### config.mk
export PLATFORM = sky130hd
export DESIGN_NAME = sketch_sram_update
export DESIGN_NICKNAME = d
export VERILOG_FILES = /design/src/rtl/sketch_sram_update.sv
export SDC_FILE = /design/constraint.sdc
export NUM_CORES = 1
export LEC_CHECK = 0
export ABC_AREA = 1
export BUFFER_PORTS_ARGS = -buffer_cell sky130_fd_sc_hd__buf_2
export CORE_ASPECT_RATIO = 1.5
export CORE_MARGIN = 5
export CORE_UTILIZATION = 50
export DETAILED_ROUTE_END_ITERATION = 6
export PLACE_DENSITY = 0.81
export SYNTH_ARGS = -nofsm -noshare
export SYNTH_HDL_FRONTEND = slang
export SYNTH_SLANG_ARGS = --single-unit
### constraint.sdc
create_clock -name memclk -period 3 [get_ports memclk]
set_clock_uncertainty 0.1 [all_clocks]
set_input_delay 0.3 -clock memclk [delete_from_list [all_inputs] [get_ports memclk]]
set_output_delay 0.3 -clock memclk [all_outputs]
set_load 0.03 [all_outputs]
### src/rtl/sketch_sram_update.sv
// sketch_sram_update
// Count-sketch SRAM updater. Hash indices and packet lengths arrive on two
// independent strobe streams and queue in separate FIFOs. Pairs are popped in
// arrival order. Each pair triggers a read-modify-write of one SRAM word:
// [DATA_WIDTH-1:12] is a saturating byte count and [11:0] is a saturating
// packet count. A clear request zeroes the whole SRAM, one word per accepted
// write.
//
// Ports
//   memclk, reset         clock, synchronous active-high reset
//   id_valid/id_in        hash index strobe and value
//   byte_valid/byte_in    packet length strobe and value
//   clear_start           request to zero every SRAM word
//   sram_rd_*             read request/address, read data/valid
//   sram_wr_*             write request/address/data
//   sram_ready            controller accepts the asserted request
//   busy                  FSM not idle
//   update_cnt            completed updates (wraps)
//   drop_cnt              strobes lost to a full FIFO (saturates)
//   timeout_cnt           reads aborted for lack of data (saturates)

// Small first-word-fall-through FIFO; a push while full is discarded.
module sketch_sram_fifo #(
    parameter int W     = 16,
    parameter int DEPTH = 8
) (
    input  logic         memclk,
    input  logic         reset,
    input  logic         push,
    input  logic [W-1:0] din,
    input  logic         pop,
    output logic [W-1:0] dout,
    output logic         empty,
    output logic         full
);
    localparam int AW = $clog2(DEPTH);
    localparam logic [AW:0] FULL_CNT = (AW+1)'(DEPTH);

    logic [W-1:0]  mem [DEPTH];
    logic [AW-1:0] wr_ptr;
    logic [AW-1:0] rd_ptr;
    logic [AW:0]   count;
    logic          do_push;
    logic          do_pop;

    assign do_push = push && !full;
    assign do_pop  = pop && !empty;
    assign full    = (count == FULL_CNT);
    assign empty   = (count == '0);
    assign dout    = mem[rd_ptr];

    always_ff @(posedge memclk) begin
        if (reset) begin
            wr_ptr <= '0;
            rd_ptr <= '0;
            count  <= '0;
        end else begin
            if (do_push) wr_ptr <= wr_ptr + 1'b1;
            if (do_pop)  rd_ptr <= rd_ptr + 1'b1;
            case ({do_push, do_pop})
                2'b10:   count <= count + 1'b1;
                2'b01:   count <= count - 1'b1;
                default: count <= count;
            endcase
        end
    end

    // Storage needs no reset: occupancy alone decides what is valid.
    always_ff @(posedge memclk) begin
        if (do_push) mem[wr_ptr] <= din;
    end
endmodule

module sketch_sram_update #(
    parameter int ADDR_WIDTH = 16,
    parameter int DATA_WIDTH = 36,
    parameter int FIFO_DEPTH = 8,
    parameter int TIMEOUT    = 63
) (
    input  logic                  memclk,
    input  logic                  reset,
    input  logic                  id_valid,
    input  logic [15:0]           id_in,
    input  logic                  byte_valid,
    input  logic [15:0]           byte_in,
    input  logic                  clear_start,
    output logic                  sram_rd_req,
    output logic [ADDR_WIDTH-1:0] sram_rd_addr,
    input  logic [DATA_WIDTH-1:0] sram_rd_data,
    input  logic                  sram_rd_valid,
    output logic                  sram_wr_req,
    output logic [ADDR_WIDTH-1:0] sram_wr_addr,
    output logic [DATA_WIDTH-1:0] sram_wr_data,
    input  logic                  sram_ready,
    output logic                  busy,
    output logic [31:0]           update_cnt,
    output logic [15:0]           drop_cnt,
    output logic [15:0]           timeout_cnt
);
    localparam int BW = DATA_WIDTH - 12;        // byte-count field width
    localparam int TW = $clog2(TIMEOUT + 1);
    localparam logic [TW-1:0] TIMER_LAST = TW'(TIMEOUT - 1);

    typedef enum logic [2:0] {IDLE, RD_REQ, RD_WAIT, WR_REQ, CLEAR} state_t;

    state_t state, state_n;

    // ---------------- input FIFOs ----------------
    logic [15:0] id_dout, len_dout;
    logic        id_empty, id_full, len_empty, len_full;
    logic        pop;

    sketch_sram_fifo #(.W(16), .DEPTH(FIFO_DEPTH)) u_id_fifo (
        .memclk (memclk),
        .reset  (reset),
        .push   (id_valid),
        .din    (id_in),
        .pop    (pop),
        .dout   (id_dout),
        .empty  (id_empty),
        .full   (id_full)
    );

    sketch_sram_fifo #(.W(16), .DEPTH(FIFO_DEPTH)) u_len_fifo (
        .memclk (memclk),
        .reset  (reset),
        .push   (byte_valid),
        .din    (byte_in),
        .pop    (pop),
        .dout   (len_dout),
        .empty  (len_empty),
        .full   (len_full)
    );

    // ---------------- drop counter ----------------
    logic [1:0]  drop_inc;
    logic [16:0] drop_sum;

    assign drop_inc = {1'b0, id_valid & id_full} + {1'b0, byte_valid & len_full};
    assign drop_sum = {1'b0, drop_cnt} + {15'd0, drop_inc};

    always_ff @(posedge memclk) begin
        if (reset)
            drop_cnt <= '0;
        else
            drop_cnt <= drop_sum[16] ? 16'hFFFF : drop_sum[15:0];
    end

    // ---------------- update arithmetic ----------------
    logic [BW:0]           byte_sum;
    logic [BW-1:0]         new_bytes;
    logic [11:0]           new_pkts;
    logic [DATA_WIDTH-1:0] new_word;
    logic [15:0]           len_q, len_n;

    always_comb begin
        byte_sum  = {1'b0, sram_rd_data[DATA_WIDTH-1:12]} + (BW+1)'(len_q);
        new_bytes = byte_sum[BW] ? {BW{1'b1}} : byte_sum[BW-1:0];
        new_pkts  = (sram_rd_data[11:0] == 12'hFFF) ? 12'hFFF
                                                    : sram_rd_data[11:0] + 12'd1;
        new_word  = {new_bytes, new_pkts};
    end

    // ---------------- FSM ----------------
    // Every output has a *_n shadow computed here and registered below, so
    // all outputs come straight from flops.
    logic                  clear_pending, clear_pending_n;
    logic [TW-1:0]         timer, timer_n;
    logic                  rd_req_n, wr_req_n, busy_n;
    logic [ADDR_WIDTH-1:0] rd_addr_n, wr_addr_n;
    logic [DATA_WIDTH-1:0] wr_data_n;
    logic [31:0]           update_cnt_n;
    logic [15:0]           timeout_cnt_n;

    always_comb begin
        state_n       = state;
        pop           = 1'b0;
        len_n         = len_q;
        timer_n       = timer;
        rd_req_n      = sram_rd_req;
        rd_addr_n     = sram_rd_addr;
        wr_req_n      = sram_wr_req;
        wr_addr_n     = sram_wr_addr;
        wr_data_n     = sram_wr_data;
        update_cnt_n  = update_cnt;
        timeout_cnt_n = timeout_cnt;
        // Pulses arriving while already clearing are merged into that clear.
        clear_pending_n = clear_pending | (clear_start && state != CLEAR);

        case (state)
            IDLE: begin
                if (clear_pending) begin
                    state_n   = CLEAR;
                    wr_req_n  = 1'b1;
                    wr_addr_n = '0;
                    wr_data_n = '0;
                end else if (!id_empty && !len_empty) begin
                    pop       = 1'b1;
                    len_n     = len_dout;
                    rd_addr_n = id_dout[ADDR_WIDTH-1:0];
                    rd_req_n  = 1'b1;
                    state_n   = RD_REQ;
                end
            end
            RD_REQ: begin
                if (sram_ready) begin
                    rd_req_n = 1'b0;
                    timer_n  = '0;
                    state_n  = RD_WAIT;
                end
            end
            RD_WAIT: begin
                if (sram_rd_valid) begin
                    wr_req_n  = 1'b1;
                    wr_addr_n = sram_rd_addr;
                    wr_data_n = new_word;
                    state_n   = WR_REQ;
                end else if (timer == TIMER_LAST) begin
                    // Abort: the job is dropped, nothing is written back.
                    timer_n       = '0;
                    timeout_cnt_n = (timeout_cnt == 16'hFFFF) ? timeout_cnt
                                                              : timeout_cnt + 16'd1;
                    state_n       = IDLE;
                end else begin
                    timer_n = timer + 1'b1;
                end
            end
            WR_REQ: begin
                if (sram_ready) begin
                    wr_req_n     = 1'b0;
                    update_cnt_n = update_cnt + 32'd1;
                    state_n      = IDLE;
                end
            end
            CLEAR: begin
                if (sram_ready) begin
                    if (sram_wr_addr == {ADDR_WIDTH{1'b1}}) begin
                        wr_req_n        = 1'b0;
                        clear_pending_n = 1'b0;
                        state_n         = IDLE;
                    end else begin
                        wr_addr_n = sram_wr_addr + 1'b1;
                    end
                end
            end
            default: state_n = IDLE;
        endcase

        busy_n = (state_n != IDLE);
    end

    always_ff @(posedge memclk) begin
        if (reset) begin
            state         <= IDLE;
            len_q         <= '0;
            timer         <= '0;
            clear_pending <= 1'b0;
            sram_rd_req   <= 1'b0;
            sram_rd_addr  <= '0;
            sram_wr_req   <= 1'b0;
            sram_wr_addr  <= '0;
            sram_wr_data  <= '0;
            busy          <= 1'b0;
            update_cnt    <= '0;
            timeout_cnt   <= '0;
        end else begin
            state         <= state_n;
            len_q         <= len_n;
            timer         <= timer_n;
            clear_pending <= clear_pending_n;
            sram_rd_req   <= rd_req_n;
            sram_rd_addr  <= rd_addr_n;
            sram_wr_req   <= wr_req_n;
            sram_wr_addr  <= wr_addr_n;
            sram_wr_data  <= wr_data_n;
            busy          <= busy_n;
            update_cnt    <= update_cnt_n;
            timeout_cnt   <= timeout_cnt_n;
        end
    end
endmodule

Word level (Yosys, flattened, before mapping)
Memories as Yosys holds them, arrays and structs flattened. A register that Yosys moved wholly into a read port is not among the register bits.
Cells that the tools add are included.

storage, ports and cells
  register bits after elaboration = 149
  bits in latches = 0
  bits in writable memories = 256
  bits in read-only memories = 0
  input port bits = 75
  output and inout bits = 135
  word-level logic and storage cells = 140
  memories kept = 2

memories
  memory          depth  bits a word  rd ports  clocked after memory_dff  write ports  line  source
  u_id_fifo.mem   8      16           1         1                         1            39    logic [W-1:0] mem [DEPTH];
  u_len_fifo.mem  8      16           1         1                         1            39

operators by class
  add/subtract/negate cells = 16
  $mul = 0
  div/mod/pow operators = 0
  order comparisons = 0
  eq/ne operators = 25
  shift-type cells = 0
  muxes and demuxes = 45
  bitwise logic cells = 6
  reductions and logical operators = 29

operators by type and width
  cell                   number
  $mux 16                5
  $mux 36                2
  $pmux 36 s2            1
  $pmux 16 s3            1
  $add 16x1->16 const B  2
  $add 32x1->32 const B  1
  $eq 16x16->1 const B   2
  $add 24x16->25         1
  $mux 24                1
  $mux 3                 8
  $ne 2x2->1 const B     10
  $mux 6                 3
  $add 16x2->17          1
  $mux 1                 17
  $pmux 4 s2             2
  $pmux 3 s5             1
  $add 12x1->12 const B  1
  $add 3x1->3 const B    4
  $eq 12x12->1 const B   1
  $mux 12                1
  $pmux 6 s2             1
  $reduce_bool 2->1      5
  $reduce_and 3->1       3
  $add 4x1->4 const B    2
  other kinds (26)       45

Depth between registers and ports, before layout
  word-level depth = 9
  gate-level depth with buffers = 16
  depth with buffers taken out = 15

By module
From an unflattened synthesis, not the netlist that was laid out.

second synthesis, totals
  cells, all modules = 2335
  area, all modules = 20591.0 um^2

modules (own cells, without submodules)
  module              times used  cells each  area each (um^2)  seq. area each (um^2)
  sketch_sram_fifo    2           457         5683.0            4103.9
  sketch_sram_update  1           1421        9225.1            3223.1

Worst setup path after synthesis
Ideal clock, no wire load.

  path kind = reg-to-reg
  start point = reg state[0]
  end point = reg u_id_fifo.count[3]
  setup time = 0.119 ns
  arrival = 2.318 ns
  data required time = 2.781 ns
  path slack = 0.462 ns
  stages on the path, launching flop included = 17
  path buffers = 1
  period minus slack after synthesis = 2.538 ns
  cells stage by stage = dfxtp_1 -> nor2_2 -> inv_2 -> nor2_4 -> nand3_2 -> nor2_4 -> buf_2 -> ha_1 -> ha_1 -> nand2_1 -> nor2_1 -> a211oi_1 -> nor2_1 -> nor2_1 -> nand2_1 -> o21ai_0 -> a21oi_1

between the ends
  cells in the longest elaborated chain, start to end = 5
  elaborated cells on any way between the ends = 7
  classes of those cells = eq/ne (2); mux (2); reduce/logical (3)

RTL lines
  what                                             line  source
  start: declaration                               106   state_t state, state_n;
  start signal: assignment                         267   state <= state_n;
  $logic_not 3->1 (*)                              190   case (state)
  $mux 1 (*)                                       190
  $logic_and 1x1->1 (*)                            47    assign do_pop = pop && !empty;
  net u_id_fifo.do_pop                             44    logic do_pop;
  $eq 2x1->1 or $eq 2x2->1 (tied branches)         60    case ({do_push, do_pop})
  $pmux 4 s2 or $reduce_bool 2->1 (tied branches)  --
  end signal: assignment                           61    2'b10: count <= count + 1'b1;
  end signal: assignment                           62    2'b01: count <= count - 1'b1;
  end signal: assignment                           63    default: count <= count;
  end: declaration                                 42    logic [AW:0] count;

Mark *: on every way through the listed nets, which the timed path passes. The rest lies on a longest branch.
A chain may end at the register's enable or synchronous reset.

Worst setup path in the final report
  start point = reg u_len_fifo.count[0]
  end point = reg drop_cnt[5]

between the ends
  cells in the longest elaborated chain, start to end = 5

RTL lines
  what                      line  source
  start: declaration        42
  start signal: assignment  61
  start signal: assignment  62
  start signal: assignment  63
  $eq 4x4->1                48    assign full = (count == FULL_CNT);
  $and 1x1->1               139   assign drop_inc = {1'b0, id_valid & id_full} + {1'b0, byte_valid & len_full};
  $add 1x1->2               139
  $add 16x2->17             140   assign drop_sum = {1'b0, drop_cnt} + {15'd0, drop_inc};
  $mux 16                   146   drop_cnt <= drop_sum[16] ? 16'hFFFF : drop_sum[15:0];
  end signal: assignment    146
  end: declaration          97    output logic [15:0] drop_cnt,

Every way passes these cells.

==> results.json <==
{
  "dpl.hpwl_um": 35200,
  "finalCriticalPeriod_ns": 2.73,
  "h-tree-depth": 2,
  "cts_root_buf": "clkbuf_16",
  "cts_tree": "done",
  "whs_path_depth": 4,
  "slew_viol_final": 0,
  "layout-drive-gt1-share_pct": 13.8,
  "ys_types": 50,
  "grt_pass1_wl_um": 82800,
  "coreArea_mm2": 0.0393,
  "reg2reg_depth": 9,
  "dr.pass1.iters": 6,
  "numCtsBuffers": 40,
  "power_switching_uw": 5970,
  "antenna_left": 0,
  "worstMarginPinSlew_ns": 0.738,
  "switching_share_pct": 35.2,
  "fin_crit_sh_pct": 91.0,
  "hold_class": "in2reg",
  "dr_total_vias": 16747,
  "power_frac_clock_pct": 29.1,
  "wire_per_inst_um": 17.6,
  "seqPwrFrac_pct": 43.0,
  "synth_edf_count": 256,
  "synth_warnings": 0,
  "mappedNetlistNets": 2329,
  "port_buffers": 209,
  "synth.area.top_cells": "edfxtp_1, dfxtp_1, nand2_1, o21ai_0, nor2_1",
  "yosys-top-cells-count": "nand2_1, nor2_1, edfxtp_1, o21ai_0, inv_1",
  "yosysTopAreaCell": "edfxtp_1",
  "first_global_vias": 16369,
  "ys.flop_type": "edfxtp_1",
  "async_reset_ff_share_pct": 0,
  "drc": 0,
  "ir_drop_v": 0.000544,
  "maxSlewHeadroom_pct": 50.8,
  "drtIter0Drc": 1583,
  "leakagePower_uw": 0.00915,
  "syn_area_per_cell_um2": 8.94,
  "fillerInstances": 3264,
  "crit_chain": "nor2_1, nand3_1, nor2_1, fa_1, ha_1, nand3_1, nor3_1, nand3_1, a21oi_1",
  "areaGrowthSynthToFinish_pct": 16.3,
  "rows": 89,
  "synth.most_common_cell": "nand2_1",
  "fin_tns_setup_ns": 0,
  "initial_core_util_pct": 50.4,
  "slowest_stage": "nor3_1",
  "crit_required_ns": 3.37,
  "die_x_um": 173,
  "synth_seq_cells": 437,
  "clkTransAtPathRegs_ns": 0.06,
  "dieArea_mm2": 0.0438,
  "netlist_area_mm2": 0.0198,
  "placed_cell_area_mm2": 0.0214,
  "combinationalPowerShare_pct": 28.0,
  "io_pins": 210,
  "die_h_um": 254,
  "synth_cells": 2217,
  "startpoint_type": "flop",
  "crit_type": "reg2reg",
  "gp_congestion": 0.955,
  "cpMostUsedCell": "nand3_1",
  "arrival_ns": 3.10,
  "clock_sinks": 437,
  "final_hold_viol_count": 0,
  "wl_um": 52500,
  "ys_seq_area_share_pct": 57.1,
  "critical-path-max-stage-delay_ns": 0.47,
  "routed_via_density": 5.61,
  "status": "finished clean",
  "netlist.area_leader.share_pct": 38.8,
  "overflow": 0,
  "design_area_mm2": 0.0230,
  "clockBufferDepth": 3,
  "clk_latency_ns": 0.56,
  "rsz0062_at_grt": "false",
  "grtUsageTotal_pct": 23.0,
  "crit_fanout": 10,
  "internal_power_uw": 11000,
  "maxCapViolCount": 0,
  "worst_setup_path_end_kind": "flop",
  "antenna_found_initial": 3,
  "fmax_ghz": 0.366,
  "setup_viol": 0,
  "cellPowerDensity_mw_per_mm2": 735,
  "grt_max_degree": 72,
  "final_net_count": 2565
}
==> final timing paths <==
kind | to | slack, ns | start
hold / removal | clear_pending | 0.07 | sram_ready
hold reg to reg | sram_wr_data[26] | 0.37 | sram_wr_data[26]
setup reg to reg | drop_cnt[5] | 0.27 | u_len_fifo.count[0]
setup / recovery | drop_cnt[5] | 0.27 | u_len_fifo.count[0]
==> what timing repair did <==
action,in CTS,in global routing
endpoints found under the hold margin,258,0
hold buffers,34,0
buffers inserted,0,0
gates resized for setup,0,0
==> sequential cells by signal, indices dropped and copies added (netlist names), 3 cells and up <==
| register | count |
|---|---|
| u_id_fifo.mem | 128 |
| u_len_fifo.mem | 128 |
| sram_wr_data | 36 |
| update_cnt | 32 |
| drop_cnt | 16 |
| len_q | 16 |
| sram_rd_addr | 16 |
| sram_wr_addr | 16 |
| timeout_cnt | 16 |
| timer | 6 |
| u_id_fifo.count | 4 |
| u_len_fifo.count | 4 |
| state | 3 |
| u_id_fifo.rd_ptr | 3 |
| u_id_fifo.wr_ptr | 3 |
| u_len_fifo.rd_ptr | 3 |
| u_len_fifo.wr_ptr | 3 |
==> placed cells by master, fill, tap and decap left out, types with 5 or more instances in the layout <==
cell	instances
nand2_1	459
nor2_1	272
edfxtp_1	256
o21ai_0	231
buf_2	208
inv_1	183
dfxtp_1	179
a21oi_1	132
nand3_1	85
o22ai_1	64
clkbuf_16	40
buf_4	39
xor2_1	38
nor3_1	38
a31oi_1	38
dlygate4sd3_1	34
ha_1	33
nand4_1	27
o21ai_1	13
xnor2_1	11
clkinv_2	11
inv_2	6
clkinv_1	6
nor4_1	6
clkbuf_1	5
clkbuf_8	5
==> power by group through the flow <==
stage	logic, uW	clock network [uW]	registers (uW)
after floorplan	3250	0	7480
after global placement	4450	0	7370
after detailed placement	4630	0	7390
after CTS	4700	5010	7260
after global routing	5270	5280	7320
final	4740	4920	7280
==> routing by layer <==
| metal | GRT usage (%) | vias up | routed length [um] |
|---|---|---|---|
| li1 | - | 8068 | - |
| met2 | 42.1 | 698 | 26800 |
| met3 | 3.57 | 138 | 3420 |
| met1 | 26.5 | 7843 | 20100 |
| met4 | 10.2 | 0 | 2200 |
| met5 | 0 | - | 0 |
==> logic make-up (layout without fill, tap and decap cells) <==
kind of cell	Yosys count	in the layout	synth area share [%]
buf+inv	282	548	5.57
flops	437	437	57.1
simple gates	913	913	19.1
compound gates	499	499	13.6
fa+ha+maj	37	37	2.49
xor+xnor	49	49	2.17
other cells	0	4	0
==> layout make-up <==
| type | count | area, um2 | share of cell area [%] |
|---|---|---|---|
| repair buffers | 282 | 1690 | 7.35 |
| clock buffers | 51 | 1100 | 4.76 |
| multi-input cells | 1498 | 7390 | 32.1 |
| flip-flops and latches | 437 | 11300 | 49.1 |
| well taps | 500 | 626 | 2.72 |
| clock inverters | 21 | 170 | 0.739 |
| inverters | 194 | 731 | 3.17 |
| diodes | 4 | 10.0 | 0.0435 |
==> worst max-delay path: cells and delay by family (launching register included) <==
family                   cells  cell delay (ns)
AO/OA/AOI/OAI                1             0.26
flip-flops                   1             0.33
adder cells (fa/ha/maj)      2             0.45
AND/OR/NAND/NOR              6             1.49
==> metrics by stage <==
stage          utilization [%]  instances  hold slack [ns]  power [uW]  worst slack [ns]
2_1_floorplan                -       2217            0.299       10700             0.462
3_3_place_gp              54.5       2877            0.351       11800             0.449
3_5_place_dp              54.5       2877            0.356       12000             0.339
4_1_cts                   58.6       2983           0.0238       17000             0.272
5_1_grt                   58.6       2986           0.0556       17900            0.0441
6_report                  58.6       2987           0.0654       16900             0.269
(Power assumes the default switching activity.)
